### config.mk
export PLATFORM = sky130hd
export DESIGN_NAME = serial_rx
export DESIGN_NICKNAME = d
export VERILOG_FILES = /design/src/rtl/serial_rx.sv
export SDC_FILE = /design/constraint.sdc
export NUM_CORES = 1
export LEC_CHECK = 0
export CAP_MARGIN = 25
export CORE_MARGIN = 4
export CORE_UTILIZATION = 54
export CTS_BUF_LIST = sky130_fd_sc_hd__clkbuf_16
export CTS_CLUSTER_SIZE = 16
export DETAILED_ROUTE_END_ITERATION = 16
export GPL_ROUTABILITY_DRIVEN = 0
export GPL_TIMING_DRIVEN = 0
export PLACE_DENSITY = 0.8
export REMOVE_ABC_BUFFERS = 1
export SYNTH_ARGS = -nofsm -noshare
export SYNTH_HDL_FRONTEND = slang
export SYNTH_SLANG_ARGS = --single-unit
### constraint.sdc
create_clock -name clk -period 1.9 [get_ports clk]
set_input_delay 0.19 -clock clk [delete_from_list [all_inputs] [get_ports clk]]
set_output_delay 0.19 -clock clk [all_outputs]
set_load 0.05 [all_outputs]
### src/rtl/serial_rx.sv
// serial_rx: 8N1-style serial receiver with a 2-flop input synchroniser and mid-bit sampling.
// Define SERIAL_RX_PARITY_EN to expect an even-parity bit between the data bits and the stop bit.
module serial_rx #(
    parameter int CLKS_PER_BIT = 16,  // even, >= 4
    parameter int DATA_BITS    = 8    // 5..9, sent LSB first
) (
    input  logic                 clk,
    input  logic                 rst,
    input  logic                 rx_in,
    output logic [DATA_BITS-1:0] rx_data,
    output logic                 rx_valid,
    output logic                 rx_busy,
    output logic                 frame_err
);

    localparam int CNT_W = $clog2(CLKS_PER_BIT);
    localparam int IDX_W = $clog2(DATA_BITS);

    localparam logic [CNT_W-1:0] CNT_MID  = CNT_W'(CLKS_PER_BIT / 2 - 1);
    localparam logic [CNT_W-1:0] CNT_LAST = CNT_W'(CLKS_PER_BIT - 1);
    localparam logic [IDX_W-1:0] IDX_LAST = IDX_W'(DATA_BITS - 1);

`ifdef SERIAL_RX_PARITY_EN
    typedef enum logic [2:0] {IDLE, START, DATA, PARITY, STOP, WAIT_HIGH} state_t;
`else
    typedef enum logic [2:0] {IDLE, START, DATA, STOP, WAIT_HIGH} state_t;
`endif

    state_t               state;
    state_t               state_next;
    logic                 sync_ff;
    logic                 rx_s;
    logic [CNT_W-1:0]     clk_cnt;
    logic [IDX_W-1:0]     bit_idx;
    logic [DATA_BITS-1:0] shift_reg;
    logic                 cnt_mid;
    logic                 cnt_last;
    logic                 idx_last;
    logic                 cnt_clear;
    logic                 data_sample;
    logic                 stop_sample;
    logic                 frame_ok;
    logic                 valid_next;
    logic                 err_next;
`ifdef SERIAL_RX_PARITY_EN
    logic                 par_bit;
    logic                 par_sample;
`endif

    // NOTE: clocked blocks use non-blocking assignments so every flop sees pre-edge values.
    always_ff @(posedge clk) begin
        if (rst) begin
            sync_ff <= 1'b1;
            rx_s    <= 1'b1;
        end else begin
            sync_ff <= rx_in;
            rx_s    <= sync_ff;
        end
    end

    assign cnt_mid  = (clk_cnt == CNT_MID);
    assign cnt_last = (clk_cnt == CNT_LAST);
    assign idx_last = (bit_idx == IDX_LAST);

    // State register, bit timing counters and registered output strobes.
    always_ff @(posedge clk) begin
        if (rst) begin
            state     <= IDLE;
            clk_cnt   <= '0;
            bit_idx   <= '0;
            rx_data   <= '0;
            rx_valid  <= 1'b0;
            frame_err <= 1'b0;
        end else begin
            state     <= state_next;
            rx_valid  <= valid_next;
            frame_err <= err_next;
            if (valid_next) begin
                rx_data <= shift_reg;
            end
            if (cnt_clear) begin
                clk_cnt <= '0;
            end else begin
                clk_cnt <= clk_cnt + 1'b1;
            end
            if (state != DATA) begin
                bit_idx <= '0;
            end else if (cnt_last) begin
                bit_idx <= idx_last ? '0 : bit_idx + 1'b1;
            end
        end
    end

    // NOTE: the data path carries no reset; every bit is rewritten before a frame can load rx_data.
    always_ff @(posedge clk) begin
        if (data_sample) begin
            shift_reg[bit_idx] <= rx_s;
        end
    end

`ifdef SERIAL_RX_PARITY_EN
    always_ff @(posedge clk) begin
        if (par_sample) begin
            par_bit <= rx_s;
        end
    end
`endif

    // NOTE: every combinational output gets a default first so no path can infer a latch.
    always_comb begin
        state_next = state;
        case (state)
            IDLE: begin
                if (!rx_s) state_next = START;
            end
            START: begin
                // A line that is high again at mid start bit was a glitch.
                if (cnt_mid) state_next = rx_s ? IDLE : DATA;
            end
            DATA: begin
`ifdef SERIAL_RX_PARITY_EN
                if (cnt_last && idx_last) state_next = PARITY;
`else
                if (cnt_last && idx_last) state_next = STOP;
`endif
            end
`ifdef SERIAL_RX_PARITY_EN
            PARITY: begin
                if (cnt_last) state_next = STOP;
            end
`endif
            STOP: begin
                if (cnt_last) state_next = rx_s ? IDLE : WAIT_HIGH;
            end
            WAIT_HIGH: begin
                // A held-low break line waits here rather than re-triggering frames.
                if (rx_s) state_next = IDLE;
            end
            default: state_next = IDLE;
        endcase
    end

    always_comb begin
        rx_busy     = (state != IDLE);
        data_sample = (state == DATA) && cnt_last;
        stop_sample = (state == STOP) && cnt_last;
        cnt_clear   = (state_next != state) || cnt_last ||
                      (state == IDLE) || (state == WAIT_HIGH);
`ifdef SERIAL_RX_PARITY_EN
        par_sample  = (state == PARITY) && cnt_last;
        frame_ok    = rx_s && ((^shift_reg) == par_bit);
`else
        frame_ok    = rx_s;
`endif
        valid_next  = stop_sample && frame_ok;
        err_next    = stop_sample && !frame_ok;
    end

endmodule
==> flow_summary.yaml <==
clocking:
  numCtsBuffers: 5
  cts_tree: "done"
  clk_latency_ns: 0.27
  htreeDepth: 2
  clock_sinks: 30
  clk_pin_slew_ns: 0.05
  ctsRootBufferMaster: "clkbuf_16"
  holdBufCountCts: 0
  cts.path.max_buffers: 2
sta:
  tns_ns: 0
  setup_viol: 0
  finClkSkew_ns: 0.004259
  finalCritPeriodShare: 0.9414
  worstMarginPinSlew_ns: 0.7817
  slew_viol_final: 0
  rsz0062_at_grt: "false"
  fin_crit_ns: 1.789
  whs_ns: 0.4088
  relSlewSlack: 0.4773
  max_freq_ghz: 0.5591
  hold_viol_final: 0
pwr:
  total_power_mw: 1.400
  p_leak_nw: 0.5550
  p_per_area_nw_per_um2: 887.3
  peakVddDrop_mv: 0.8741
global_route:
  grt_pass1_vias: 810
  track_usage: 0.1458
  grt_max_degree: 30
  grt_pass1_wl_um: 3643
  met1_usage: 0.1702
  busiest_layer: "met2"
  grtUsageMet3: 0.04072
  grt_use_met2: 0.2398
  gr-total-overflow: 0
  grt_antenna_before_repair: 0
synthesis:
  synth_area_leader_cell: "dfxtp_1"
  synthFlopType: "dfxtp_1"
  synth_top_area_share: 0.3394
  ys_seq_elements: 30
  synth_cells: 117
  ys_types: 35
  async_flop_share: 0
  ys_seq_area_frac: 0.5246
  ys_warn_count: 0
  synth_area_um2: 1297
  synthTopCellsByArea: "dfxtp_1 (34%), edfxtp_1 (19%), nand2b_1 (8.7%)"
  synth-edff-count: 8
  avgSynthCellArea_um2: 11.09
setup_path:
  crit_path_end_kind: "register"
  worstPathMaxFanout: 9
  worstSetupPathType: "reg -> reg"
  setup.worst_path.start_class: "register"
  cp.arrival_ns: 1.76
  required_ns: 1.87
cells_and_area:
  nFillCells: 178
  drive_above_1_share: 0.1353
  syn2layout_area_growth_pct: 21.60
  final_nets: 138
  diodes: 0
  fin_cells: 161
floorplanning:
  fp.dieW_um: 57.02
  start_util: 0.5755
  dieArea_um2: 3251
  rows: 17
  fp.coreArea_um2: 2255
  ios: 14
  fp.dieH_um: 57.02
route:
  drc: 0
  wl_per_cell_um: 12.81
  vias_per_cell: 5.329
  wirelength_um: 2062
  final_antenna_net_count: 0
  drtIter0Drc: 18
  first_pass_iters: 4
  vias: 858
flow_run:
  cap_violations: 0
place:
  post-dp-hpwl_um: 1417
  portBuffers: 13
  dp.cells: 151
status:
  status: "finished, final reports clean"
min_path:
  min_path_type: "reg -> reg"
area by class of cell:
type / count / area (um2) / share of cell area
Timing Repair Buffer: 15 / 143.9 / 0.09120
Multi-Input combinational cell: 79 / 578.1 / 0.3664
Clock buffer: 5 / 125.1 / 0.07930
Inverter: 1 / 3.754 / 0.002379
Sequential cell: 30 / 680.7 / 0.4314
Tap cell: 28 / 35.03 / 0.02220
Clock inverter: 3 / 11.26 / 0.007137
metal layers:
metal / share of wire / vias to the layer above / wire length [um]
li1: - / 442 / -
met4: 0.025 / 0 / 51
met3: 0.036 / 6 / 75
met2: 0.51 / 10 / 1051
met5: 0 / - / 0
met1: 0.43 / 400 / 884
cells in the mapped netlist (2+ instances only):
cell      instances
nor2_1           10
nand2b_1         18
or3_1             2
a21oi_1           2
nor3_1            3
or2_2             2
nand3_1           2
nand2_1           4
ha_1              3
clkbuf_1          4
nor4_1            5
mux2i_1          10
edfxtp_1          8
dfxtp_1          22
buf_6             2
cell usage in the layout, fill, tap and decap left out, drive strengths merged, types with 2 or more instances in the layout:
| cell type | n |
|---|---|
| a21oi | 2 |
| buf | 2 |
| clkbuf | 5 |
| clkdlybuf4s50 | 12 |
| dfxtp | 22 |
| edfxtp | 8 |
| ha | 3 |
| inv | 3 |
| mux2i | 10 |
| nand2 | 4 |
| nand2b | 19 |
| nand3 | 3 |
| nor2 | 10 |
| nor3 | 5 |
| nor4 | 5 |
| or2 | 2 |
| or3 | 3 |
report_power, final:
group	internal, mW	total (mW)	switching [mW]
Sequential	0.661	0.667	0.00651
Clock	0.467	0.700	0.233
Combinational	0.0155	0.0328	0.0173
worst max-delay path, stage by stage, from the launching register on:
cell and delay (ns):
dfxtp_1 0.36, ha_2 0.27, nand3_4 0.14, or4b_4 0.58, nor2_1 0.14
cells by family (layout without fill, tap and decap cells):
family / after synthesis / in the layout / share of synthesized area
muxes: 10 / 10 / 0.07715
and+or+nand+nor: 57 / 57 / 0.2768
AOI/OAI and AO/OA: 7 / 7 / 0.04147
xor gates and xnor gates: 2 / 2 / 0.01350
DFF: 30 / 30 / 0.5246
adders and majority gates: 3 / 3 / 0.02893
buffers and inverters: 8 / 24 / 0.03760
path summary, 6_finish.rpt:
kind | start | end | slack [ns] | cells after the start
worst max-delay path | clk_cnt[0] | shift_reg[7] | 0.11 | 4
worst min-delay path | sync_ff | frame_ok | 0.41 | 1
worst max register to register | clk_cnt[0] | shift_reg[7] | 0.11 | 4
worst min register to register | sync_ff | frame_ok | 0.41 | 1
through the flow:
step | area (um2) | utilization | setup slack (ns)
global placement | 1418 | 0.6287 | 0.06850
detailed placement | 1418 | 0.6287 | 0.02982
finish | 1578 | 0.6998 | 0.1114
floorplan | 1252 | - | 0.1698
global route | 1578 | 0.6998 | 0.02370
CTS | 1553 | 0.6887 | 0.02240
repair_timing:
item                                    CTS  global route
setup buffers                             0             2
gates resized for setup                   1             2
pin swaps                                 0             1
endpoints found under the setup margin    1            11
cloned                                    0             0
No activity file was read; power rests on OpenSTA's default activity.
